**config.mk**
```make
export PLATFORM = sky130hd
export DESIGN_NAME = nap_seq_ctrl_flat
export DESIGN_NICKNAME = d
export VERILOG_FILES = /design/src/rtl/nap_seq_if.sv /design/src/rtl/nap_seq_ctrl.sv /design/src/flat_wrapper.sv
export SDC_FILE = /design/constraint.sdc
export NUM_CORES = 1
export LEC_CHECK = 0
export CORE_MARGIN = 1.5
export CORE_UTILIZATION = 50
export CTS_BUF_LIST = sky130_fd_sc_hd__clkbuf_4
export CTS_CLUSTER_DIAMETER = 80
export DETAILED_ROUTE_END_ITERATION = 10
export HOLD_SLACK_MARGIN = 0.12
export PLACE_DENSITY = 0.77
export SLEW_MARGIN = 20
export SYNTH_ARGS = -nofsm -noshare
export SYNTH_HDL_FRONTEND = slang
export SYNTH_SLANG_ARGS = --single-unit
```
**constraint.sdc**
```tcl
create_clock -name clk -period 3.6 [get_ports clk]
set_input_delay 1.08 -clock clk [delete_from_list [all_inputs] [get_ports clk]]
set_output_delay 1.08 -clock clk [all_outputs]
set_load 0.1 [all_outputs]
```
**src/rtl/nap_seq_if.sv**
```systemverilog
// Host-side bundle for the purification sequencer: run request inputs plus registered chip control lines.
// NAP_SEQ_PAUSE_EN adds the pause input.
interface nap_seq_if #(
  parameter int SIZE = 8,
  parameter int SELW = 3
);
  // start is a single-cycle request with no ready: it is taken only in IDLE, and err flags a bad sample_sel.
  logic            start;
  logic [SELW-1:0] sample_sel;
  logic            abort;
`ifdef NAP_SEQ_PAUSE_EN
  logic            pause;
`endif
  logic [10:0]     valve;
  logic [2:0]      pump;
  logic [SIZE-1:0] collect_en;
  logic            busy;
  logic            done;
  logic            err;
  logic            aborted;
  logic [3:0]      state_dbg;

`ifdef NAP_SEQ_PAUSE_EN
  modport master (
    output start, sample_sel, abort, pause,
    input  valve, pump, collect_en, busy, done, err, aborted, state_dbg
  );
  modport slave (
    input  start, sample_sel, abort, pause,
    output valve, pump, collect_en, busy, done, err, aborted, state_dbg
  );
`else
  modport master (
    output start, sample_sel, abort,
    input  valve, pump, collect_en, busy, done, err, aborted, state_dbg
  );
  modport slave (
    input  start, sample_sel, abort,
    output valve, pump, collect_en, busy, done, err, aborted, state_dbg
  );
`endif
endinterface

```
**src/rtl/nap_seq_ctrl.sv**
```systemverilog
// Protocol sequencer: bead load, cell load, lysis, mix, trap, wash, elute, with all-closed gaps in between.
// Optional NAP_SEQ_PAUSE_EN freezes counters and stops the pump while pause is high.
module nap_seq_ctrl #(
  parameter int SIZE        = 8,
  parameter int SELW        = 3,
  parameter int PUMP_DIV    = 4,
  parameter int LOAD_STEPS  = 12,
  parameter int MIX_STEPS   = 48,
  parameter int WASH_STEPS  = 24,
  parameter int ELUTE_STEPS = 12,
  parameter int DWELL       = 16,
  parameter int GAP         = 2
) (
  input logic      clk,
  input logic      rst,
  nap_seq_if.slave bus
);

  typedef enum logic [3:0] {
    IDLE, BEAD_LOAD, CELL_LOAD, LYSIS, MIX, TRAP, WASH, ELUTE, GAPST, DONE
  } state_t;

  localparam logic [15:0] LOAD_LEN  = 16'(LOAD_STEPS * PUMP_DIV);
  localparam logic [15:0] MIX_LEN   = 16'(MIX_STEPS * PUMP_DIV);
  localparam logic [15:0] WASH_LEN  = 16'(WASH_STEPS * PUMP_DIV);
  localparam logic [15:0] ELUTE_LEN = 16'(ELUTE_STEPS * PUMP_DIV);
  localparam logic [15:0] DWELL_LEN = 16'(DWELL);
  localparam logic [15:0] GAP_LEN   = 16'(GAP);
  localparam logic [15:0] DIV_LAST  = 16'(PUMP_DIV - 1);

  state_t          state, state_n, nxt, nxt_n;
  logic [15:0]     cnt, cnt_n, div, div_n;
  logic [1:0]      ph, ph_n;
  logic [SELW-1:0] sel, sel_n;
  logic            paused;

  logic [10:0]     valve_q, valve_n;
  logic [2:0]      pump_q, pump_n;
  logic [SIZE-1:0] collect_q, collect_n;
  logic            busy_q, busy_n, done_q, done_n, err_q, err_n, aborted_q, aborted_n;

  function automatic logic [15:0] stage_len(input state_t s);
    case (s)
      BEAD_LOAD, CELL_LOAD: stage_len = LOAD_LEN;
      MIX:                  stage_len = MIX_LEN;
      WASH:                 stage_len = WASH_LEN;
      ELUTE:                stage_len = ELUTE_LEN;
      LYSIS, TRAP:          stage_len = DWELL_LEN;
      GAPST:                stage_len = GAP_LEN;
      default:              stage_len = 16'd1;
    endcase
  endfunction

  function automatic logic is_pumped(input state_t s);
    is_pumped = (s == BEAD_LOAD) || (s == CELL_LOAD) || (s == MIX) || (s == WASH) || (s == ELUTE);
  endfunction

  function automatic state_t succ(input state_t s);
    case (s)
      BEAD_LOAD: succ = CELL_LOAD;
      CELL_LOAD: succ = LYSIS;
      LYSIS:     succ = MIX;
      MIX:       succ = TRAP;
      TRAP:      succ = WASH;
      WASH:      succ = ELUTE;
      default:   succ = IDLE;
    endcase
  endfunction

  // Bits: 0 lysis, 1 wash, 2 elute, 3 dead_end, 4 vertical, 5 horiz, 6 waste, 7 bead, 8 loop_exit, 9 bead_trap, 10 collect.
  function automatic logic [10:0] valve_of(input state_t s);
    case (s)
      BEAD_LOAD: valve_of = 11'h0E0;
      CELL_LOAD: valve_of = 11'h070;
      LYSIS:     valve_of = 11'h019;
      MIX:       valve_of = 11'h030;
      TRAP:      valve_of = 11'h340;
      WASH:      valve_of = 11'h242;
      ELUTE:     valve_of = 11'h604;
      default:   valve_of = 11'h000;
    endcase
  endfunction

  function automatic logic [2:0] pump_of(input logic [1:0] p);
    case (p)
      2'd0:    pump_of = 3'b011;
      2'd1:    pump_of = 3'b110;
      2'd2:    pump_of = 3'b101;
      default: pump_of = 3'b111;
    endcase
  endfunction

  always_comb begin
    state_n   = state;
    nxt_n     = nxt;
    cnt_n     = cnt;
    div_n     = div;
    ph_n      = ph;
    sel_n     = sel;
    paused    = 1'b0;
    err_n     = 1'b0;
    aborted_n = 1'b0;
    if (state == IDLE) begin
      if (bus.start) begin
        if (32'(bus.sample_sel) < SIZE) begin
          state_n = BEAD_LOAD;
          sel_n   = bus.sample_sel;
          cnt_n   = 16'd0;
          div_n   = 16'd0;
          ph_n    = 2'd0;
        end else begin
          err_n = 1'b1;
        end
      end
    end else if (bus.abort) begin
      state_n   = IDLE;
      cnt_n     = 16'd0;
      div_n     = 16'd0;
      ph_n      = 2'd0;
      aborted_n = 1'b1;
    end
`ifdef NAP_SEQ_PAUSE_EN
    else if (bus.pause) begin
      paused = 1'b1;
    end
`endif
    else if (state == DONE) begin
      state_n = IDLE;
    end else if (cnt == stage_len(state) - 16'd1) begin
      // Every stage and gap entry starts the pump at phase 0 with a fresh divider.
      cnt_n = 16'd0;
      div_n = 16'd0;
      ph_n  = 2'd0;
      if (state == GAPST) begin
        state_n = nxt;
      end else if (state == ELUTE) begin
        state_n = DONE;
      end else begin
        state_n = GAPST;
        nxt_n   = succ(state);
      end
    end else begin
      cnt_n = cnt + 16'd1;
      if (div == DIV_LAST) begin
        div_n = 16'd0;
        ph_n  = (ph == 2'd2) ? 2'd0 : ph + 2'd1;
      end else begin
        div_n = div + 16'd1;
      end
    end

    // Outputs are decoded from the next state so the registered pins line up with the state register.
    valve_n   = valve_of(state_n);
    pump_n    = is_pumped(state_n) ? pump_of(ph_n) : 3'b111;
    collect_n = (state_n == ELUTE) ? ({{(SIZE-1){1'b0}}, 1'b1} << sel_n) : '0;
    busy_n    = (state_n != IDLE);
    done_n    = (state_n == DONE);
    if (paused) pump_n = 3'b111;
  end

  always_ff @(posedge clk) begin
    if (rst) begin
      state     <= IDLE;
      nxt       <= IDLE;
      cnt       <= 16'd0;
      div       <= 16'd0;
      ph        <= 2'd0;
      sel       <= '0;
      valve_q   <= 11'h000;
      pump_q    <= 3'b111;
      collect_q <= '0;
      busy_q    <= 1'b0;
      done_q    <= 1'b0;
      err_q     <= 1'b0;
      aborted_q <= 1'b0;
    end else begin
      state     <= state_n;
      nxt       <= nxt_n;
      cnt       <= cnt_n;
      div       <= div_n;
      ph        <= ph_n;
      sel       <= sel_n;
      valve_q   <= valve_n;
      pump_q    <= pump_n;
      collect_q <= collect_n;
      busy_q    <= busy_n;
      done_q    <= done_n;
      err_q     <= err_n;
      aborted_q <= aborted_n;
    end
  end

  assign bus.valve      = valve_q;
  assign bus.pump       = pump_q;
  assign bus.collect_en = collect_q;
  assign bus.busy       = busy_q;
  assign bus.done       = done_q;
  assign bus.err        = err_q;
  assign bus.aborted    = aborted_q;
  assign bus.state_dbg  = state;

endmodule

```
**src/flat_wrapper.sv**
```systemverilog
// flat-port wrapper written by rule: the top's interface ports become plain ports
module nap_seq_ctrl_flat 
#(
  parameter int SIZE        = 8,
  parameter int SELW        = 3,
  parameter int PUMP_DIV    = 4,
  parameter int LOAD_STEPS  = 12,
  parameter int MIX_STEPS   = 48,
  parameter int WASH_STEPS  = 24,
  parameter int ELUTE_STEPS = 12,
  parameter int DWELL       = 16,
  parameter int GAP         = 2
)
  (clk, rst, bus_start, bus_sample_sel, bus_abort, bus_valve, bus_pump, bus_collect_en, bus_busy, bus_done, bus_err, bus_aborted, bus_state_dbg);
  nap_seq_if #(.SIZE(SIZE), .SELW(SELW)) bus_i ();
  input logic clk;
  input logic rst;
  input wire logic [$bits(bus_i.start)-1:0] bus_start;
  input wire logic [$bits(bus_i.sample_sel)-1:0] bus_sample_sel;
  input wire logic [$bits(bus_i.abort)-1:0] bus_abort;
  output wire logic [$bits(bus_i.valve)-1:0] bus_valve;
  output wire logic [$bits(bus_i.pump)-1:0] bus_pump;
  output wire logic [$bits(bus_i.collect_en)-1:0] bus_collect_en;
  output wire logic [$bits(bus_i.busy)-1:0] bus_busy;
  output wire logic [$bits(bus_i.done)-1:0] bus_done;
  output wire logic [$bits(bus_i.err)-1:0] bus_err;
  output wire logic [$bits(bus_i.aborted)-1:0] bus_aborted;
  output wire logic [$bits(bus_i.state_dbg)-1:0] bus_state_dbg;
  assign bus_i.start = bus_start;
  assign bus_i.sample_sel = bus_sample_sel;
  assign bus_i.abort = bus_abort;
  assign bus_valve = bus_i.valve;
  assign bus_pump = bus_i.pump;
  assign bus_collect_en = bus_i.collect_en;
  assign bus_busy = bus_i.busy;
  assign bus_done = bus_i.done;
  assign bus_err = bus_i.err;
  assign bus_aborted = bus_i.aborted;
  assign bus_state_dbg = bus_i.state_dbg;
  nap_seq_ctrl #(.SIZE(SIZE), .SELW(SELW), .PUMP_DIV(PUMP_DIV), .LOAD_STEPS(LOAD_STEPS), .MIX_STEPS(MIX_STEPS), .WASH_STEPS(WASH_STEPS), .ELUTE_STEPS(ELUTE_STEPS), .DWELL(DWELL), .GAP(GAP)) u_core (.clk(clk), .rst(rst), .bus(bus_i));
endmodule
```
# Word-level counts from Yosys, hierarchy flattened
# Memories as Yosys holds them, arrays and structs flattened. A register that Yosys moved wholly into a read port is not among the register bits.
# Cells that the tools add are included.
[totals] regBits=70 mem_bits_ro=96 in_bits=7 out_inout_bits=30 wordCells=95 memories=1
[op_classes] addsub=4 eq_ne=24 shift=1 n_mux=34 bitwise=7 n_reduce_logical=12
[mem_list] name="(name not given)" words=16 width=6 rd=1 rd_ports_with_merged_regs=1 wr=0 line_no="nap_seq_ctrl.sv:43" rtl="case (s)"
[ops] cell="16-bit 2-to-1 mux" count=13
[ops] cell="11-bit case mux with 7 select lines" count=1
[ops] cell="16-bit by 1-bit adder with 16-bit output (second input constant)" count=2
[ops] cell="4-bit by 3-bit equality test with 1-bit output (second input constant)" count=8
[ops] cell="4-bit 2-to-1 mux" count=7
[ops] cell="3-bit case mux with 6 select lines" count=1
[ops] cell="16-bit equality test" count=1
[ops] cell="16-bit by 2-bit equality test with 1-bit output (second input constant)" count=1
[ops] cell="4-bit by 2-bit equality test with 1-bit output (second input constant)" count=4
[ops] cell="16-bit by 1-bit subtractor with 16-bit output (second input constant)" count=1
[ops] cell="2-bit 2-to-1 mux" count=7
[ops] cell="4-bit equality test (second input constant)" count=3
[ops] cell="3-bit case mux with 3 select lines" count=1
[ops] cell="4-bit by 1-bit equality test with 1-bit output (second input constant)" count=2
[ops] cell="1-bit by 3-bit left shift with 8-bit output (first input constant)" count=1
[ops] cell="1-bit NOT" count=7
[ops] cell="3-bit 2-to-1 mux" count=2
[ops] cell="6-bit AND reduction" count=1
[ops] cell="2-bit OR reduction" count=3
[ops] cell="2-bit equality test (second input constant)" count=2
[ops] cell="4-bit logical NOT" count=1
[ops] cell="1-bit logical OR" count=4
[ops] cell="4-bit nonzero test" count=1
[ops] cell="3-bit by 2-bit inequality test with 1-bit output (second input constant)" count=1
[ops] cell="other kinds (6)" count=7

# Logic depth before layout (Yosys ltp)
[logic_depth] depth_word=17 mapped_depth=17 mapped_depth_nobuf=16

# Worst setup path before layout
# OpenSTA, ideal clock, no wires.
[synth_timing] path_kind="reg-to-reg" start="register (tool-made name)" end="register u_core.pump_q[0], in the netlist u_core.bus.pump[0]" setup_time_ns=0.127 arrival_time_ns=3.471 required_ns=3.473 slack_ns=0.002 path_stages_with_launch=18 path_buffers=1 period_less_slack_ns=3.598 cell_sequence="dfxtp_1 inv_1 ha_1 nor3b_2 nor2b_1 ha_1 xor2_1 nand4_1 a211o_1 or4_4 buf_6 nand3_1 nand2_1 a22oi_1 inv_1 ha_1 nor4_1 nand2_1"
[synth_lines] item="end signal: assignment" line_no="nap_seq_ctrl.sv:184" rtl="pump_q <= pump_n;"
[synth_lines] item="end: declaration" line_no="nap_seq_ctrl.sv:38" rtl="logic [2:0] pump_q, pump_n;"

==> run metrics <==
Die H 87.1 um; Yosys warning total 0; First DRT Iteration DRCs 149; pre-CTS worst setup slack -0.0357 ns; detailed-route vias per instance 5.58; Setup crit end kind flip-flop; Max Slew Vio Count 0; Final #Nets 489; antenna violations before repair 0; critical path required time 3.96 ns; post-synthesis sequential element count 73; Setup WS post-layout 0.181 ns; placed cells 556; number of remaining DRC errors 0; Rel. slew slack 53.6%; total grt overflow 0; TritonCTS Buffers 9; core footprint 0.00683 mm^2; CP max FO 8; DRT antenna net count 0; ant diodes 0; Worst-Skew Late Latency 0.43 ns; # IOs 37; H-Tree Depth 3; clk sink count 73; Worst-path clk slew 0.12 ns; synthesized cell area 0.00354 mm^2; Std-Cell Rows 30; CTS tree built; status complete, no violations; Max-Cap Viols 0; drt first pass iters 5; post-synthesis sequential area ratio 41.3%; worst hold slack 0.514 ns; worst slew pin tran 0.690 ns; RSZ-0062 raised after global routing no; DR WL/cell 14.4 um; FMAX 293 MHz; Final min period 3.42 ns; clk root buf clkbuf_4; Yosys cell types 57; clock buffer depth 2; Power Dens Cells 504 mW/mm^2; EDFF count, synth 0; clock skew 0.0134 ns; layout cells sized above 1 17.0%; Initial Util 51.8%; die area 0.00759 mm^2; period utilisation layout 95.0%; peak supply drop 0.287 mV; largest net degree at the start of global routing 29; vias in the first global route 2899; crit path DAT 3.78 ns; syn_nets 444; DR vias 3196; IO buf count 35; fin util 61.5%; first-pass GRT wire length 13.4 mm; Synth Area per Inst 8.29 um^2; GPL Wtd Cong 0.875; drt total wl 8.24 mm; die width 87.1 um; Final Hold Viols 0; Post-synth top flop dfxtp_1; Critical Path Source Type flip-flop; Lkg Pwr 1.61 nW; kind of critical path reg -> reg; Setup violations, final 0; Cells after Synth 427; ys async rst share 0%; Layout area overhead 18.7%; TNS Setup 0 ns; dpl hpwl 5.74 mm; HP Start u_core.sel[2]$_SDFF_PP0_; HP Class reg -> reg; final cell count without fillers 573; total global routing track utilization 22.3%
## metrics by stage
step | area (um^2) | total power [mW]
finish | 4200 | 2.12
global route | 4200 | 2.22
CTS | 4180 | 2.12
detailed placement | 3980 | 1.47
global placement | 3980 | 1.46
floorplan | 3540 | 1.32
## registers in the layout, indices dropped and copies added (netlist names), named ones only
signal and cells:
u_core.ph 2, u_core.bus.busy 1, u_core.nxt 3, u_core.div 16
u_core.bus.aborted 1, u_core.cnt 16, u_core.bus.state_dbg 4, u_core.sel 3
u_core.bus.pump 3, u_core.bus.valve 9, u_core.bus.collect_en 8, u_core.bus.done 1
## what timing repair did
item	CTS	global route
pin swaps	0	2
gates resized for setup	1	6
setup buffers	1	0
hold buffers	0	0
endpoints found under the setup margin	2	5
cloned	0	0
## power by group
part	leakage (nW)	total [mW]	switching [mW]	internal, mW
Combinational	0.930	0.590	0.386	0.204
Sequential	0.591	0.875	0.0345	0.841
Clock	0.0921	0.654	0.303	0.351
## synthesized netlist by cell type, drive strengths merged (2+ instances only)
library cell | n | area (um^2)
and4 | 2 | 17.5
o22ai | 2 | 12.5
a21oi | 24 | 120
nand3 | 14 | 70.1
clkbuf | 16 | 60.1
buf | 4 | 33.8
o31ai | 2 | 15.0
or3 | 7 | 48.8
nand2 | 34 | 128
nor2b | 2 | 12.5
a311oi | 4 | 35.0
nor3b | 2 | 20.0
nor4 | 11 | 75.1
xor2 | 15 | 131
and3 | 11 | 68.8
nand2b | 5 | 31.3
o21ai | 17 | 85.1
nand3b | 8 | 60.1
mux2 | 2 | 26.3
a211oi | 3 | 22.5
xnor2 | 10 | 87.6
nand4 | 8 | 50.1
ha | 10 | 125
and2 | 2 | 12.5
mux2i | 4 | 40.0
dfxtp | 73 | 1460
a31oi | 4 | 25.0
a22oi | 3 | 22.5
or2 | 4 | 25.0
nor3 | 23 | 120
nor2 | 63 | 236
o21a | 3 | 22.5
inv | 14 | 52.6
nor4b | 2 | 17.5
or4 | 3 | 26.3
a21o | 5 | 37.5
## cell type report
type                    instances  area, um^2
fillers                       605        2630
repair buffers                 54         420
multi-input cells             320        1960
flip-flops and latches         73        1460
clock inverters                 7         119
inverters                      14        52.6
well taps                      96         120
clock buffers                   9        67.6
## logic make-up (layout without fill, tap and decap cells)
| family | after synthesis | after routing | share of synthesized area (%) |
|---|---|---|---|
| buf+inv | 34 | 84 | 4.14 |
| other cells | 1 | 1 | 0.106 |
| flops | 73 | 73 | 41.3 |
| compound gates | 75 | 75 | 13.5 |
| simple gates | 203 | 203 | 29.4 |
| fa+ha+maj | 10 | 10 | 3.54 |
| mux | 6 | 6 | 1.87 |
| xor+xnor | 25 | 25 | 6.19 |
## critical path: stages, from the launching register on
cell     delay, ns
dfxtp_1       0.35
inv_1         0.05
ha_1          0.19
nor3b_2       0.15
nor2b_1       0.14
ha_1          0.29
xor2_1        0.15
nand4_1       0.11
a211o_1       0.27
or4_4         0.48
mux2_4        0.37
or2_1         0.27
or3_4         0.37
nor3_2        0.15
## layer usage
metal	track usage, %	vias to the layer above	share of wire [%]
li1	-	1601	-
met1	29.5	1507	48
met2	35.2	74	47
met3	6.73	14	4.3
met4	6.78	0	1.2
met5	0	-	0
## placed cells by master, fill, tap and decap left out, drive strengths merged, types with 9 or more instances in the layout
| cell type | synthesis | routed |
|---|---|---|
| a21oi | 24 | 24 |
| and3 | 11 | 11 |
| buf | 4 | 48 |
| clkbuf | 16 | 9 |
| dfxtp | 73 | 73 |
| ha | 10 | 10 |
| inv | 14 | 14 |
| nand2 | 34 | 34 |
| nand3 | 14 | 14 |
| nor2 | 63 | 63 |
| nor3 | 23 | 23 |
| nor4 | 11 | 11 |
| o21ai | 17 | 17 |
| xnor2 | 10 | 10 |
| xor2 | 15 | 15 |
## worst paths after layout
| kind | endpoint | slack [ns] | cells after the start |
|---|---|---|---|
| hold reg to reg | u_core.sel[2]$_SDFF_PP0_ | 0.51 | 2 |
| setup reg to reg | u_core.bus.collect_en[2]$_SDFF_PP0_ | 0.18 | 13 |
| setup / recovery | u_core.bus.collect_en[2]$_SDFF_PP0_ | 0.18 | 13 |
| hold / removal | u_core.sel[2]$_SDFF_PP0_ | 0.51 | 2 |
Power figures use the tool's default switching activity.
